==> config.mk <==
export PLATFORM = sky130hd
export DESIGN_NAME = bcd_count_ctrl_flat
export DESIGN_NICKNAME = d
export VERILOG_FILES = /design/src/rtl/bcd_count_ctrl_pkg.sv /design/src/rtl/bcd_count_ctrl_if.sv /design/src/rtl/bcd_digit.sv /design/src/rtl/bcd_count_ctrl.sv /design/src/flat_wrapper.sv
export SDC_FILE = /design/constraint.sdc
export NUM_CORES = 1
export LEC_CHECK = 0
export BUFFER_PORTS_ARGS = -buffer_cell sky130_fd_sc_hd__buf_2
export CAP_MARGIN = 0
export CORE_MARGIN = 5
export CORE_UTILIZATION = 50
export DETAILED_ROUTE_END_ITERATION = 10
export HOLD_SLACK_MARGIN = 0.02
export PLACE_DENSITY = 0.86
export RECOVER_POWER = 100
export SYNTH_ARGS = -nofsm -noshare
export SYNTH_HDL_FRONTEND = slang
export SYNTH_SLANG_ARGS = --single-unit
==> constraint.sdc <==
create_clock -name clk -period 6.7 [get_ports clk]
set_input_delay 0.67 -clock clk [delete_from_list [all_inputs] [get_ports clk]]
set_output_delay 0.67 -clock clk [all_outputs]
set_load 0.01 [all_outputs]
==> src/rtl/bcd_count_ctrl_pkg.sv <==
// Shared types and helpers for the BCD count controller.
package bcd_ctrl_pkg;

    typedef enum logic [1:0] {
        ST_IDLE  = 2'd0,
        ST_RUN   = 2'd1,
        ST_PAUSE = 2'd2,
        ST_DONE  = 2'd3
    } state_t;

    localparam logic [3:0] BCD_MAX = 4'd9;

    // Non-BCD nibbles saturate to 9 so a digit register never holds A..F.
    function automatic logic [3:0] bcd_clamp(input logic [3:0] digit);
        return (digit > BCD_MAX) ? BCD_MAX : digit;
    endfunction

endpackage

==> src/rtl/bcd_count_ctrl_if.sv <==
// Control/status bundle between host logic and the BCD count controller.
interface bcd_count_ctrl_if #(
    parameter int NUM_DIGITS = 2
) ();
    logic                    start;
    logic                    stop;
    logic                    clear;
    logic                    load;
    logic [4*NUM_DIGITS-1:0] load_val;
    logic [4*NUM_DIGITS-1:0] limit;
    logic [4*NUM_DIGITS-1:0] count;
    logic                    running;
    logic                    done;
    logic                    tick;
    logic                    carry;

    modport master (
        output start, stop, clear, load, load_val, limit,
        input  count, running, done, tick, carry
    );

    modport slave (
        input  start, stop, clear, load, load_val, limit,
        output count, running, done, tick, carry
    );
endinterface

==> src/rtl/bcd_digit.sv <==
// One BCD digit register; carry_out feeds the next digit's inc_in.
module bcd_digit
    import bcd_ctrl_pkg::*;
(
    input  logic       clk,
    input  logic       rst_n,
    input  logic       inc_in,
    input  logic       clr,
    input  logic       ld,
    input  logic [3:0] ld_val,
    output logic [3:0] digit,
    output logic       carry_out
);
    logic [3:0] r_digit;

    always_ff @(posedge clk or negedge rst_n) begin
        if (!rst_n) begin
            r_digit <= 4'd0;
        end else if (clr) begin
            r_digit <= 4'd0;
        end else if (ld) begin
            r_digit <= bcd_clamp(ld_val);
        end else if (inc_in) begin
            r_digit <= (r_digit == BCD_MAX) ? 4'd0 : r_digit + 4'd1;
        end
    end

    assign digit     = r_digit;
    assign carry_out = inc_in && (r_digit == BCD_MAX);
endmodule

==> src/rtl/bcd_count_ctrl.sv <==
// Run-control FSM, prescaler and terminal-count compare around a BCD digit chain.
//  state    | meaning
//  ST_IDLE  | stopped, count held, load allowed
//  ST_RUN   | prescaler running, ticks increment count
//  ST_PAUSE | stopped mid-run, prescaler frozen
//  ST_DONE  | terminal count reached, count held at limit
module bcd_count_ctrl
    import bcd_ctrl_pkg::*;
#(
    parameter int NUM_DIGITS = 2,
    parameter int PRESCALE   = 4
) (
    input logic              clk,
    input logic              rst_n,
    bcd_count_ctrl_if.slave  ctrl_if
);
    localparam int CW = 4 * NUM_DIGITS;
    localparam int PW = (PRESCALE > 1) ? $clog2(PRESCALE) : 1;
    localparam logic [PW-1:0] PRE_LAST = PW'(PRESCALE - 1);

    state_t          r_state, w_state_nxt;
    logic [PW-1:0]   r_pre, w_pre_nxt;
    logic            r_running, r_done, r_tick, r_carry;
    logic            w_tick_ev, w_term, w_clr_cnt, w_ld_cnt;
    logic [NUM_DIGITS:0] w_chain;
    logic [CW-1:0]   w_count, w_inc_val;

    assign w_tick_ev  = (r_state == ST_RUN) && (r_pre == PRE_LAST) && !ctrl_if.clear;
    assign w_chain[0] = w_tick_ev;

    genvar g;
    generate
        for (g = 0; g < NUM_DIGITS; g++) begin : g_digit
            bcd_digit u_digit (
                .clk       (clk),
                .rst_n     (rst_n),
                .inc_in    (w_chain[g]),
                .clr       (w_clr_cnt),
                .ld        (w_ld_cnt),
                .ld_val    (ctrl_if.load_val[4*g +: 4]),
                .digit     (w_count[4*g +: 4]),
                .carry_out (w_chain[g+1])
            );
            // Value the chain will hold after this edge, used for the limit match.
            assign w_inc_val[4*g +: 4] = !w_chain[g] ? w_count[4*g +: 4] :
                                         (w_count[4*g +: 4] == BCD_MAX) ? 4'd0 :
                                         w_count[4*g +: 4] + 4'd1;
        end
    endgenerate

    assign w_term = w_tick_ev && (ctrl_if.limit != '0) && (w_inc_val == ctrl_if.limit);

    always_ff @(posedge clk or negedge rst_n) begin
        if (!rst_n) begin
            r_state   <= ST_IDLE;
            r_pre     <= '0;
            r_running <= 1'b0;
            r_done    <= 1'b0;
            r_tick    <= 1'b0;
            r_carry   <= 1'b0;
        end else begin
            r_state   <= w_state_nxt;
            r_pre     <= w_pre_nxt;
            r_running <= (w_state_nxt == ST_RUN);
            r_done    <= (w_state_nxt == ST_DONE);
            r_tick    <= w_tick_ev;
            r_carry   <= w_chain[NUM_DIGITS];
        end
    end

    always_comb begin
        w_state_nxt = r_state;
        w_pre_nxt   = r_pre;
        w_clr_cnt   = 1'b0;
        w_ld_cnt    = 1'b0;
        if (ctrl_if.clear) begin
            w_state_nxt = ST_IDLE;
            w_pre_nxt   = '0;
            w_clr_cnt   = 1'b1;
        end else begin
            case (r_state)
                ST_IDLE: begin
                    if (ctrl_if.load) begin
                        w_ld_cnt = 1'b1;
                    end else if (ctrl_if.start && !ctrl_if.stop) begin
                        w_state_nxt = ST_RUN;
                    end
                end
                ST_RUN: begin
                    w_pre_nxt = (r_pre == PRE_LAST) ? '0 : r_pre + PW'(1);
                    if (w_term) begin
                        w_state_nxt = ST_DONE;
                    end else if (ctrl_if.stop) begin
                        w_state_nxt = ST_PAUSE;
                    end
                end
                ST_PAUSE: begin
                    if (ctrl_if.load) begin
                        w_ld_cnt    = 1'b1;
                        w_state_nxt = ST_IDLE;
                    end else if (ctrl_if.start && !ctrl_if.stop) begin
                        w_state_nxt = ST_RUN;
                    end
                end
                ST_DONE: begin
                    if (ctrl_if.load) begin
                        w_ld_cnt    = 1'b1;
                        w_state_nxt = ST_IDLE;
                    end else if (ctrl_if.start && !ctrl_if.stop) begin
                        w_clr_cnt   = 1'b1;
                        w_pre_nxt   = '0;
                        w_state_nxt = ST_RUN;
                    end
                end
                default: w_state_nxt = ST_IDLE;
            endcase
        end
    end

    assign ctrl_if.count   = w_count;
    assign ctrl_if.running = r_running;
    assign ctrl_if.done    = r_done;
    assign ctrl_if.tick    = r_tick;
    assign ctrl_if.carry   = r_carry;
endmodule

==> src/flat_wrapper.sv <==
// flat-port wrapper written by rule: the top's interface ports become plain ports
module bcd_count_ctrl_flat import bcd_ctrl_pkg::*;
#(
    parameter int NUM_DIGITS = 2,
    parameter int PRESCALE   = 4
)
  (clk, rst_n, ctrl_if_start, ctrl_if_stop, ctrl_if_clear, ctrl_if_load, ctrl_if_load_val, ctrl_if_limit, ctrl_if_count, ctrl_if_running, ctrl_if_done, ctrl_if_tick, ctrl_if_carry);
  bcd_count_ctrl_if #(.NUM_DIGITS(NUM_DIGITS)) ctrl_if_i ();
  input logic clk;
  input logic rst_n;
  input wire logic [$bits(ctrl_if_i.start)-1:0] ctrl_if_start;
  input wire logic [$bits(ctrl_if_i.stop)-1:0] ctrl_if_stop;
  input wire logic [$bits(ctrl_if_i.clear)-1:0] ctrl_if_clear;
  input wire logic [$bits(ctrl_if_i.load)-1:0] ctrl_if_load;
  input wire logic [$bits(ctrl_if_i.load_val)-1:0] ctrl_if_load_val;
  input wire logic [$bits(ctrl_if_i.limit)-1:0] ctrl_if_limit;
  output wire logic [$bits(ctrl_if_i.count)-1:0] ctrl_if_count;
  output wire logic [$bits(ctrl_if_i.running)-1:0] ctrl_if_running;
  output wire logic [$bits(ctrl_if_i.done)-1:0] ctrl_if_done;
  output wire logic [$bits(ctrl_if_i.tick)-1:0] ctrl_if_tick;
  output wire logic [$bits(ctrl_if_i.carry)-1:0] ctrl_if_carry;
  assign ctrl_if_i.start = ctrl_if_start;
  assign ctrl_if_i.stop = ctrl_if_stop;
  assign ctrl_if_i.clear = ctrl_if_clear;
  assign ctrl_if_i.load = ctrl_if_load;
  assign ctrl_if_i.load_val = ctrl_if_load_val;
  assign ctrl_if_i.limit = ctrl_if_limit;
  assign ctrl_if_count = ctrl_if_i.count;
  assign ctrl_if_running = ctrl_if_i.running;
  assign ctrl_if_done = ctrl_if_i.done;
  assign ctrl_if_tick = ctrl_if_i.tick;
  assign ctrl_if_carry = ctrl_if_i.carry;
  bcd_count_ctrl #(.NUM_DIGITS(NUM_DIGITS), .PRESCALE(PRESCALE)) u_core (.clk(clk), .rst_n(rst_n), .ctrl_if(ctrl_if_i));
endmodule
==> flow_summary.ini <==
[final_layout]
nets = 196
antenna_cells = 0
drive_above_1_share = 0.174
syn2layout_area_growth_pct = 13.4
instances_no_fill = 195

[placement]
dp_hpwl_um = 2280
dp_cells = 192
routabilityCongestion = 0.860
port_buffers = 33
dp_worst_setup_slack_ps = 3890

[sta]
layout_setup_ws_ps = 3670
grt_setup_unrepaired = no
setup_viol = 0
finalHoldViolCount = 0
fin_tns_setup_ps = 0
slew_violations = 0
tightest_slew_ps = 857
period_share = 0.453
fmax_mhz = 330
layout_min_cycle_time_ps = 3030
fin_worst_skew_ps = 12.2
worst_hold_slack_ps = 457
relSlewSlack = 0.429

[critical_path]
worst_path_largest_cell_delay_ps = 540
startpoint_type = input port
critPathTopFamily = simple AND/OR/NAND/NOR gates
worst-path-buf-inv = 2
cp_data_arrival_time_ps = 3220
path_cells = buf_2, nand4bb_1, clkinvlp_2, a21oi_1, or3_1, a221oi_1, or3b_1, o211a_1
cp_max_fo = 15
crit_type = in -> reg
required_ps = 6890
end_kind = flip-flop
slowest_stage = nand4bb_1

[logic_synthesis]
synth_flop_cell = dfrtp_1
synth_seq_cells = 16
synth.distinct_cells = 50
yosysWarningCount = 0
synth_edf_count = 0
synth_nets = 161
postSynthAreaPerCell_um2 = 8.82
async_reset_ff_frac = 1.00
synth_area_mm2 = 0.00118
syn_inst = 134
synth-seq-area-share = 0.339

[floorplanning]
dieWidth_um = 58.6
core_mm2 = 0.00223
dieArea_mm2 = 0.00344
die_h_um = 58.6
ios = 34
num_rows = 17
start_util = 0.529

[route]
postRouteAntennaNets = 0
met1_length_um = 1130
route.met3.wl_um = 186
highest_layer = met4
vias = 1161
drtIter0Drc = 28
avgRoutedWirePerCell_um = 14.3
drt_pass1_iterations = 4
drt_wl_total_um = 2790
drc = 0
vias_per_cell = 5.95
wl_met2_um = 1440

[worst_hold_path]
hold_path_class = in -> async

[cts]
cts.path.max_buffers = 2
cts_setup_buffers = 0
clockRootBuffer = clkbuf_4
cts.sinks = 16
cts_tree = yes
htreeDepth = 1
clock_latency_ps = 290
cts_resized = 0
clkTransAtPathRegs_ps = 90
cts_buffers = 3
ctsHoldBuffers = 0

[global_route]
grt_antenna_before_repair = 0
grt.total_usage = 0.174
grt_pass1_wl_um = 4680
grt_max_degree = 17
grt.overflow.total = 0
grt_pass1_vias = 1118

[pwr]
p_leak_nw = 0.588
vdd_ir_drop_max_v = 0.000109
power_uw = 195
power.density_mw_per_mm2 = 145

[run]
maxCapViolCount = 0

[outcome]
status = finished, final reports clean
where the power goes:
part | switching (mW) | internal [mW] | leakage (nW)
clock | 0.0290 | 0.0209 | 0.0138
combinational | 0.0221 | 0.0173 | 0.355
sequential | 0.00527 | 0.100 | 0.219
total | 0.0563 | 0.138 | 0.588
sequential cells by signal, summed over array words and instances, names as in the netlist:
signal,flops
u_core.r_state,2
u_core.ctrl_if.running,1
u_core.r_pre,2
u_core.ctrl_if.carry,1
u_core.ctrl_if.done,1
u_core.g_digit.u_digit.digit,8
u_core.ctrl_if.tick,1
logic make-up after synthesis:
logic type      share of synthesized area
buf+inv                            0.0402
fa+ha+maj                          0.0529
mux                                0.0265
compound gates                      0.206
flops                               0.339
simple gates                        0.306
xor+xnor                           0.0296
Yosys cell counts, types with 4 or more instances:
| cell | number | area [um2] |
|---|---|---|
| nand3b_1 | 4 | 30.0 |
| o21ai_0 | 7 | 35.0 |
| dfrtp_1 | 16 | 400 |
| inv_1 | 6 | 22.5 |
| nand3_1 | 4 | 20.0 |
| a21oi_1 | 13 | 65.1 |
| nor3_1 | 7 | 35.0 |
| nor2_1 | 13 | 48.8 |
| ha_1 | 5 | 62.6 |
| nand2_1 | 6 | 22.5 |
metrics by stage:
stage,utilization,instance area (um2)
after floorplan,-,1180
after global placement,0.612,1370
after detailed placement,0.612,1370
after CTS,0.622,1390
after global routing,0.601,1340
final,0.601,1340
cell type report:
class                   count  area (um2)
flip-flops and latches     16         400
clock buffers               3        22.5
repair buffers             33         148
multi-input cells         108         708
fillers                   205         892
inverters                   7        27.5
well taps                  28        35.0
layout by cell type (no fill, tap or decap), types with 3 or more instances in the layout:
cell / instances
a21oi_1: 14
buf_2: 19
clkbuf_1: 14
clkbuf_4: 3
dfrtp_1: 16
ha_1: 5
inv_1: 6
nand2_1: 6
nand3_1: 4
nand3b_1: 4
nor2_1: 13
nor3_1: 7
nor3b_1: 3
nor4_1: 3
o21ai_0: 8
xnor2_1: 3
per-layer routing:
metal | up-vias | GRT usage
li1 | 576 | -
met1 | 542 | 0.200
met2 | 38 | 0.319
met3 | 5 | 0.0263
met4 | 0 | 0.0712
met5 | - | 0
final timing paths:
| check | from | end | slack, ps | cells after the start |
|---|---|---|---|---|
| worst min-delay path | rst_n | u_core.g_digit[0].u_digit.digit[1] | 460 | 1 |
| worst max-delay path | ctrl_if_clear | u_core.ctrl_if.running | 3670 | 8 |
| worst max register to register | u_core.r_pre[0] | u_core.ctrl_if.running | 3730 | 8 |
| min in group clk | u_core.r_pre[1] | u_core.r_pre[1] | 560 | 2 |
| worst min register to register | u_core.r_pre[1] | u_core.r_pre[1] | 560 | 2 |
| max in group asynchronous | rst_n | u_core.g_digit[1].u_digit.digit[0] | 5710 | 1 |
(Power assumes the default switching activity.)
